File: config.mk
export PLATFORM = sky130hd
export DESIGN_NAME = sync_fifo_param_flat
export DESIGN_NICKNAME = d
export VERILOG_FILES = /design/src/rtl/sync_fifo_param_if.sv /design/src/rtl/sync_fifo_param.sv /design/src/flat_wrapper.sv
export SDC_FILE = /design/constraint.sdc
export NUM_CORES = 1
export LEC_CHECK = 0
export ABC_CLOCK_PERIOD_IN_PS = 4400
export BUFFER_PORTS_ARGS = -buffer_cell sky130_fd_sc_hd__buf_2
export CORE_ASPECT_RATIO = 1.4
export CORE_MARGIN = 2
export CORE_UTILIZATION = 45
export CTS_CLUSTER_SIZE = 16
export DETAILED_ROUTE_END_ITERATION = 10
export GPL_ROUTABILITY_DRIVEN = 0
export PLACE_DENSITY = 0.71
export SLEW_MARGIN = 10
export SYNTH_ARGS = -nofsm -noshare
export SYNTH_HDL_FRONTEND = slang
export SYNTH_SLANG_ARGS = --single-unit
File: constraint.sdc
create_clock -name Clk -period 4.4 [get_ports Clk]
set_clock_uncertainty 0.1 [all_clocks]
set_input_delay 1.32 -clock Clk [delete_from_list [all_inputs] [get_ports Clk]]
set_output_delay 1.32 -clock Clk [all_outputs]
set_load 0.1 [all_outputs]
File: src/rtl/sync_fifo_param_if.sv
// Handshake and status bundle for sync_fifo_param. The producer/consumer side uses
// the master modport and the FIFO uses the slave modport.
interface sync_fifo_param_if #(
  parameter int DWIDTH = 32,
  parameter int AWIDTH = 3
);
  logic [DWIDTH-1:0] Data_In;
  logic              FClrN;
  logic              FInN;
  logic              FOutN;
  logic [DWIDTH-1:0] F_Data;
  logic [AWIDTH:0]   F_Count;
  logic              F_FullN;
  logic              F_EmptyN;
  logic              F_AFullN;
  logic              F_AEmptyN;
  logic              F_OvfN;
  logic              F_UndN;

  modport master (
    output Data_In, FClrN, FInN, FOutN,
    input  F_Data, F_Count, F_FullN, F_EmptyN, F_AFullN, F_AEmptyN, F_OvfN, F_UndN
  );

  modport slave (
    input  Data_In, FClrN, FInN, FOutN,
    output F_Data, F_Count, F_FullN, F_EmptyN, F_AFullN, F_AEmptyN, F_OvfN, F_UndN
  );
endinterface

File: src/rtl/sync_fifo_param.sv
// Single-clock first-word-fall-through FIFO of arbitrary depth with registered status flags.
// Define SYNC_FIFO_ERRFLAG_EN to build the sticky overflow/underflow flags; otherwise both read 1.
module sync_fifo_param #(
  parameter int DWIDTH   = 32,
  parameter int DEPTH    = 6,
  parameter int AWIDTH   = 3,
  parameter int AF_LEVEL = 2,
  parameter int AE_LEVEL = 1
) (
  input  logic               Clk,
  input  logic               RstN,
  sync_fifo_param_if.slave   fifo_if
);

  localparam logic [AWIDTH:0]   DEPTH_CNT   = (AWIDTH+1)'(DEPTH);
  localparam logic [AWIDTH:0]   AF_CNT      = (AWIDTH+1)'(AF_LEVEL);
  localparam logic [AWIDTH:0]   AE_CNT      = (AWIDTH+1)'(AE_LEVEL);
  localparam logic [AWIDTH-1:0] LAST_PTR    = AWIDTH'(DEPTH - 1);
  localparam logic              AFULL_N_RST = (DEPTH > AF_LEVEL);

  logic [DWIDTH-1:0] mem_q [DEPTH];

  logic [AWIDTH-1:0] wr_ptr_q, wr_ptr_d;
  logic [AWIDTH-1:0] rd_ptr_q, rd_ptr_d;
  logic [AWIDTH:0]   count_q, count_d;
  logic              empty_n_q, empty_n_d;
  logic              full_n_q, full_n_d;
  logic              afull_n_q, afull_n_d;
  logic              aempty_n_q, aempty_n_d;

  logic wr_req, rd_req, clr, wr_acc, rd_acc;

  // Pointers wrap at DEPTH-1 so non-power-of-two depths use every slot.
  function automatic logic [AWIDTH-1:0] next_ptr(input logic [AWIDTH-1:0] ptr);
    return (ptr == LAST_PTR) ? '0 : ptr + AWIDTH'(1);
  endfunction

  // A full FIFO still takes a write when a read frees a slot in the same cycle.
  always_comb begin
    wr_req = !fifo_if.FInN;
    rd_req = !fifo_if.FOutN;
    clr    = !fifo_if.FClrN;
    rd_acc = rd_req && (count_q != '0);
    wr_acc = wr_req && ((count_q < DEPTH_CNT) || rd_acc);
  end

  always_comb begin
    wr_ptr_d = wr_ptr_q;
    rd_ptr_d = rd_ptr_q;
    count_d  = count_q;
    if (clr) begin
      wr_ptr_d = '0;
      rd_ptr_d = '0;
      count_d  = '0;
    end else begin
      if (wr_acc) wr_ptr_d = next_ptr(wr_ptr_q);
      if (rd_acc) rd_ptr_d = next_ptr(rd_ptr_q);
      if (wr_acc && !rd_acc)      count_d = count_q + (AWIDTH+1)'(1);
      else if (rd_acc && !wr_acc) count_d = count_q - (AWIDTH+1)'(1);
    end
    // Flags come from the next count so they line up with F_Count on the same edge.
    empty_n_d  = (count_d != '0);
    full_n_d   = (count_d != DEPTH_CNT);
    afull_n_d  = ((DEPTH_CNT - count_d) > AF_CNT);
    aempty_n_d = (count_d > AE_CNT);
  end

  always_ff @(posedge Clk or negedge RstN) begin
    if (!RstN) begin
      wr_ptr_q   <= '0;
      rd_ptr_q   <= '0;
      count_q    <= '0;
      empty_n_q  <= 1'b0;
      full_n_q   <= 1'b1;
      afull_n_q  <= AFULL_N_RST;
      aempty_n_q <= 1'b0;
    end else begin
      wr_ptr_q   <= wr_ptr_d;
      rd_ptr_q   <= rd_ptr_d;
      count_q    <= count_d;
      empty_n_q  <= empty_n_d;
      full_n_q   <= full_n_d;
      afull_n_q  <= afull_n_d;
      aempty_n_q <= aempty_n_d;
    end
  end

  // Storage is deliberately left out of reset.
  always_ff @(posedge Clk) begin
    if (wr_acc && !clr) mem_q[wr_ptr_q] <= fifo_if.Data_In;
  end

`ifdef SYNC_FIFO_ERRFLAG_EN
  logic ovf_n_q, ovf_n_d;
  logic und_n_q, und_n_d;

  always_comb begin
    ovf_n_d = ovf_n_q;
    und_n_d = und_n_q;
    if (clr) begin
      ovf_n_d = 1'b1;
      und_n_d = 1'b1;
    end else begin
      if (wr_req && !wr_acc) ovf_n_d = 1'b0;
      if (rd_req && !rd_acc) und_n_d = 1'b0;
    end
  end

  always_ff @(posedge Clk or negedge RstN) begin
    if (!RstN) begin
      ovf_n_q <= 1'b1;
      und_n_q <= 1'b1;
    end else begin
      ovf_n_q <= ovf_n_d;
      und_n_q <= und_n_d;
    end
  end

  assign fifo_if.F_OvfN = ovf_n_q;
  assign fifo_if.F_UndN = und_n_q;
`else
  assign fifo_if.F_OvfN = 1'b1;
  assign fifo_if.F_UndN = 1'b1;
`endif

  assign fifo_if.F_Data    = mem_q[rd_ptr_q];
  assign fifo_if.F_Count   = count_q;
  assign fifo_if.F_FullN   = full_n_q;
  assign fifo_if.F_EmptyN  = empty_n_q;
  assign fifo_if.F_AFullN  = afull_n_q;
  assign fifo_if.F_AEmptyN = aempty_n_q;

endmodule

File: src/flat_wrapper.sv
// flat-port wrapper written by rule: the top's interface ports become plain ports
module sync_fifo_param_flat 
#(
  parameter int DWIDTH   = 32,
  parameter int DEPTH    = 6,
  parameter int AWIDTH   = 3,
  parameter int AF_LEVEL = 2,
  parameter int AE_LEVEL = 1
)
  (Clk, RstN, fifo_if_Data_In, fifo_if_FClrN, fifo_if_FInN, fifo_if_FOutN, fifo_if_F_Data, fifo_if_F_Count, fifo_if_F_FullN, fifo_if_F_EmptyN, fifo_if_F_AFullN, fifo_if_F_AEmptyN, fifo_if_F_OvfN, fifo_if_F_UndN);
  sync_fifo_param_if #(.DWIDTH(DWIDTH), .AWIDTH(AWIDTH)) fifo_if_i ();
  input  logic Clk;
  input  logic RstN;
  input wire logic [$bits(fifo_if_i.Data_In)-1:0] fifo_if_Data_In;
  input wire logic [$bits(fifo_if_i.FClrN)-1:0] fifo_if_FClrN;
  input wire logic [$bits(fifo_if_i.FInN)-1:0] fifo_if_FInN;
  input wire logic [$bits(fifo_if_i.FOutN)-1:0] fifo_if_FOutN;
  output wire logic [$bits(fifo_if_i.F_Data)-1:0] fifo_if_F_Data;
  output wire logic [$bits(fifo_if_i.F_Count)-1:0] fifo_if_F_Count;
  output wire logic [$bits(fifo_if_i.F_FullN)-1:0] fifo_if_F_FullN;
  output wire logic [$bits(fifo_if_i.F_EmptyN)-1:0] fifo_if_F_EmptyN;
  output wire logic [$bits(fifo_if_i.F_AFullN)-1:0] fifo_if_F_AFullN;
  output wire logic [$bits(fifo_if_i.F_AEmptyN)-1:0] fifo_if_F_AEmptyN;
  output wire logic [$bits(fifo_if_i.F_OvfN)-1:0] fifo_if_F_OvfN;
  output wire logic [$bits(fifo_if_i.F_UndN)-1:0] fifo_if_F_UndN;
  assign fifo_if_i.Data_In = fifo_if_Data_In;
  assign fifo_if_i.FClrN = fifo_if_FClrN;
  assign fifo_if_i.FInN = fifo_if_FInN;
  assign fifo_if_i.FOutN = fifo_if_FOutN;
  assign fifo_if_F_Data = fifo_if_i.F_Data;
  assign fifo_if_F_Count = fifo_if_i.F_Count;
  assign fifo_if_F_FullN = fifo_if_i.F_FullN;
  assign fifo_if_F_EmptyN = fifo_if_i.F_EmptyN;
  assign fifo_if_F_AFullN = fifo_if_i.F_AFullN;
  assign fifo_if_F_AEmptyN = fifo_if_i.F_AEmptyN;
  assign fifo_if_F_OvfN = fifo_if_i.F_OvfN;
  assign fifo_if_F_UndN = fifo_if_i.F_UndN;
  sync_fifo_param #(.DWIDTH(DWIDTH), .DEPTH(DEPTH), .AWIDTH(AWIDTH), .AF_LEVEL(AF_LEVEL), .AE_LEVEL(AE_LEVEL)) u_core (.Clk(Clk), .RstN(RstN), .fifo_if(fifo_if_i));
endmodule
# Word level (Yosys, flattened, before mapping)
# Memory sizes are Yosys's and may differ from the RTL's.
# Index checks and enable logic that the tools add are counted.
# Widths: inputs -> output; s select.
[totals] regBits=14 latchBits=0 mem_bits_rw=192 rom_bits=0 inputBits=37 out_inout_bits=42 word_cells=44 n_memories=1
[memory_table] memory="u_core.mem_q" words=6 word_bits=32 read_ports=1 rd_ports_with_merged_regs=0 wr=1 line_no="sync_fifo_param.sv:21" source="logic [DWIDTH-1:0] mem_q [DEPTH];"
[op_classes] add_sub_neg=5 mul=0 div=0 order_cmp=3 n_eq_ne=5 n_shift=0 muxes=11 n_bitwise=0 reduce_logical=12
[op_table] cell="$mux 3" n=6
[op_table] cell="$mux 4" n=3
[op_table] cell="$reduce_bool 4->1" n=2
[op_table] cell="$add 3x1->3 const B" n=2
[op_table] cell="$eq 3x3->1 const B" n=2
[op_table] cell="$logic_and 1x1->1" n=5
[op_table] cell="$add 4x1->4 const B" n=1
[op_table] cell="$gt 4x1->1 const B" n=1
[op_table] cell="$gt 4x2->1 const B" n=1
[op_table] cell="$logic_not 1->1" n=4
[op_table] cell="$lt 4x3->1 const B" n=1
[op_table] cell="$ne 2x1->1 const B" n=2
[op_table] cell="$ne 4x3->1 const B" n=1
[op_table] cell="$sub 3x4->4 const A" n=1
[op_table] cell="$sub 4x1->4 const B" n=1
[op_table] cell="$mux 1" n=2
[op_table] cell="$logic_or 1x1->1" n=1

# Logic depth before layout (Yosys ltp)
[depth] ltp_word=11 ltp_mapped=11

# Worst setup path before layout
# No wires, ideal clock.
[synth_timing] kind="input port to flip-flop" startpoint="input fifo_if_FOutN" endpoint="memory u_core.mem_q[0][0] (enable)" arrival_time_ns=3.941 setup_slack_ns=-0.102 path_stages=3 n_path_buf=0 cell_sequence="a21oi_1 nand3b_1 nor3_1"
[synth_between] elab_chain_cells=7
[synth_rtl] element="start: declaration" line_no="flat_wrapper.sv:17" source="input wire logic [$bits(fifo_if_i.FOutN)-1:0] fifo_if_FOutN;"
[synth_rtl] element="$logic_not 1->1" line_no="sync_fifo_param.sv:41" source="rd_req = !fifo_if.FOutN;"
[synth_rtl] element="$logic_and 1x1->1" line_no="sync_fifo_param.sv:43" source="rd_acc = rd_req && (count_q != '0);"
[synth_rtl] element="$logic_or 1x1->1" line_no="sync_fifo_param.sv:44" source="wr_acc = wr_req && ((count_q < DEPTH_CNT) || rd_acc);"
[synth_rtl] element="$logic_and 1x1->1" line_no="sync_fifo_param.sv:44"
[synth_rtl] element="$logic_and 1x1->1" line_no="sync_fifo_param.sv:90" source="if (wr_acc && !clr) mem_q[wr_ptr_q] <= fifo_if.Data_In;"
[synth_rtl] element="$mux 1" line_no="sync_fifo_param.sv:90"
[synth_rtl] element="$mux 1 (implied by the code)" line_no="sync_fifo_param.sv:90"
[synth_rtl] element="end: declaration" line_no="sync_fifo_param.sv:21"
# Every way passes these cells.

# Final worst setup path
[layout_timing] startpoint="register u_core.rd_ptr_q[1]" endpoint="output fifo_if_F_Data[12]"
[layout_between] elab_chain_cells=1
[layout_rtl] element="start: declaration" line_no="sync_fifo_param.sv:24" source="logic [AWIDTH-1:0] rd_ptr_q, rd_ptr_d;"
[layout_rtl] element="start signal: assignment" line_no="sync_fifo_param.sv:79" source="rd_ptr_q <= rd_ptr_d;"
[layout_rtl] element="$mem_v2 6x32"
[layout_rtl] element="end: declaration" line_no="flat_wrapper.sv:18" source="output wire logic [$bits(fifo_if_i.F_Data)-1:0] fifo_if_F_Data;"
# Every way passes these cells.

==> flow_summary.ini <==
[outcome]
status = finished, final reports clean

[floorplanning]
die_x_um = 117
coreArea_sq_um = 17500
io_pins = 79
dieArea_sq_um = 19000
start_util_pct = 46.2
dieHeight_um = 162
num_rows = 57

[logic_synthesis]
synth_top_family_by_area = multiplexers
synth-compound-area-share_pct = 3.75
synth_xor_xnor_area_share_pct = 0.434
synth_edf_count = 192
ys_seq_area_share_pct = 75.8
synth_seq_cells = 206
synth_area_sq_um = 8070
synth_fa_ha_area_share_pct = 1.09
synth_cells = 439
synthSimpleGateAreaFrac_pct = 4.26
avgSynthCellArea_sq_um = 18.4
async_reset_ff_share_pct = 6.80
synthMuxAreaShare_pct = 13.2
yosys_warnings = 0
ys.flop_type = edfxtp_1
synthDistinctLibCells = 39

[clock_tree]
cts_sinks = 206
postCtsSetupBuffers = 0
clock-root-buffer = clkbuf_16
clk_path_buf_depth = 3
cts_max_level = 1
cts_tree = yes
postCtsHoldBufs = 0
cts_buffers = 19
insertion_delay_ns = 0.47
clk_pin_slew_ns = 0.06
post_cts_resized = 0

[detailed_routing]
drc = 0
wl_per_cell_um = 19.2
drt_wl_total_um = 14900
dr.pass1.iters = 6
drt_iter0_markers = 254
via_per_inst = 5.35
antenna_left = 0
vias = 4143

[power_and_ir_drop]
power.total_uw = 5330
p_leak_uw = 0.00319
cellPowerDensity_nw_per_um2 = 565
combPwrFrac_pct = 27.9
power.share.clock_pct = 29.2
swShare_pct = 34.1
internal_power_uw = 3520
ir_drop_uv = 286
p_sw_uw = 1820
seqPwrFrac_pct = 42.9

[timing]
rsz0062_at_grt = false
slew_viol_final = 0
setup_tns_ns = 0
setup_viol = 0
layout_setup_ws_ns = 0.414
clock.fmax_ghz = 0.251
relSlewSlack_pct = 38.5
worst_pin_slew_ns = 0.923
holdWs_ns = 0.495
fin_crit_sh_pct = 90.6
min_period_ns = 3.99
hold_violations = 0

[placed_design]
pre_cts_slack_ns = 0.883
hpwl_um = 9290
portBuffers = 76

[finish]
mostFrequentLayoutCells = edfxtp_1 (192), buf_2 (76), nor2_1 (40)
drive_gt1_share_pct = 29.9
areaGrowthSynthToFinish_pct = 16.9
fin_nets = 572
final-seq-area_sq_um = 6120
multiInputGateArea_sq_um = 1890
mostFrequentLayoutCell = edfxtp_1
fillCellCount = 1355
n_antenna_cell = 0

[run]
max-cap-violations = 0

[worst_hold_path]
hp-class = reg2reg

[setup_path]
crit_fanout = 35
crit_type = reg2out
crit_arrival_ns = 2.57
startpoint_type = flop
critPathRequiredTime_ns = 2.98
worstSetupEndpointType = output pin

[global_route]
grt_overflow = 0
first_global_vias = 4312
grt_start_max_net_pins = 41
antenna_found_initial = 0
grtUsageTotal_pct = 15.9
grt_pass1_wl_um = 22800
per-layer routing:
layer  global-route usage, %  vias to the layer above  routed length [um]
li1                        -                     1900                   -
met1                    19.2                     2125                6020
met2                    28.8                      100                7940
met3                    2.64                       18                 667
met4                    4.39                        0                 256
met5                       0                        -                   0
final timing paths:
kind | startpoint | endpoint | slack [ns] | depth (start not counted)
worst max register to register | u_core.fifo_if.F_Count[0] | u_core.fifo_if.F_AFullN | 1.61 | 11
worst min-delay path | u_core.wr_ptr_q[0] | u_core.wr_ptr_q[0] | 0.50 | 2
worst min register to register | u_core.wr_ptr_q[0] | u_core.wr_ptr_q[0] | 0.50 | 2
worst max-delay path | u_core.rd_ptr_q[1] | fifo_if_F_Data[12] | 0.41 | 4
max in group asynchronous | RstN | u_core.fifo_if.F_AFullN | 3.28 | 1
min in group asynchronous | RstN | u_core.fifo_if.F_Count[1] | 0.63 | 1
layout make-up:
cell class                 count  area share (%)
inverter                       4           0.159
multi-input combinational    207            20.1
sequential                   206            64.9
clock inverter                 5           0.809
timing repair buffer          90            5.55
clock buffer                  27            5.36
tap                          236            3.13
synth_stat cells (4+ instances only):
library cell | instances | area share (%)
buf_1 | 5 | 0.23
ha_1 | 7 | 1.1
xnor2_1 | 4 | 0.43
mux4_2 | 32 | 8.9
nor2_1 | 44 | 2.0
edfxtp_1 | 192 | 71
nor2b_1 | 4 | 0.31
clkbuf_1 | 9 | 0.42
buf_2 | 7 | 0.43
mux2i_1 | 33 | 4.1
inv_1 | 4 | 0.19
nand2_1 | 13 | 0.60
a21oi_1 | 37 | 2.3
dfrtp_1 | 12 | 3.7
metrics by stage:
step	std cells	instance area, sq um	util (%)
floorplan	440	8090	-
CTS	775	9430	54.0
finish	775	9430	54.0
global placement	743	8850	50.6
detailed placement	743	8850	50.6
global route	775	9430	54.0
sequential cells by signal, indices dropped and copies added (netlist names):
| signal | cells |
|---|---|
| u_core.fifo_if.F_FullN | 1 |
| u_core.wr_ptr_q | 3 |
| u_core.rd_ptr_q | 3 |
| u_core.fifo_if.F_AFullN | 1 |
| u_core.fifo_if.F_EmptyN | 1 |
| u_core.fifo_if.F_Count | 4 |
| u_core.mem_q | 192 |
| u_core.fifo_if.F_AEmptyN | 1 |
power groups by stage:
stage                     registers [uW]  logic, uW  clock network (uW)
after detailed placement            2330       1490                   0
final                               2290       1490                1560
after global placement              2330       1470                   0
after floorplan                     2410       1140                   0
after global routing                2300       1560                1670
after CTS                           2290       1500                1590
worst max-delay path, cell delays in order, from the launching register on:
cell and delay [ns]:
dfrtp_2 0.97, mux4_2 0.36, nor2_1 0.04, a21oi_1 0.22
buf_2 0.47
kinds of logic (layout without fill, tap and decap cells):
family / count (synthesis) / in the layout
flops: 206 / 206
simple gates: 77 / 77
mux: 66 / 66
compound gates: 51 / 51
buf+inv: 27 / 126
fa+ha+maj: 7 / 7
xor+xnor: 4 / 4
other cells: 1 / 2
Note: power is estimated with default switching activity, not from simulation.
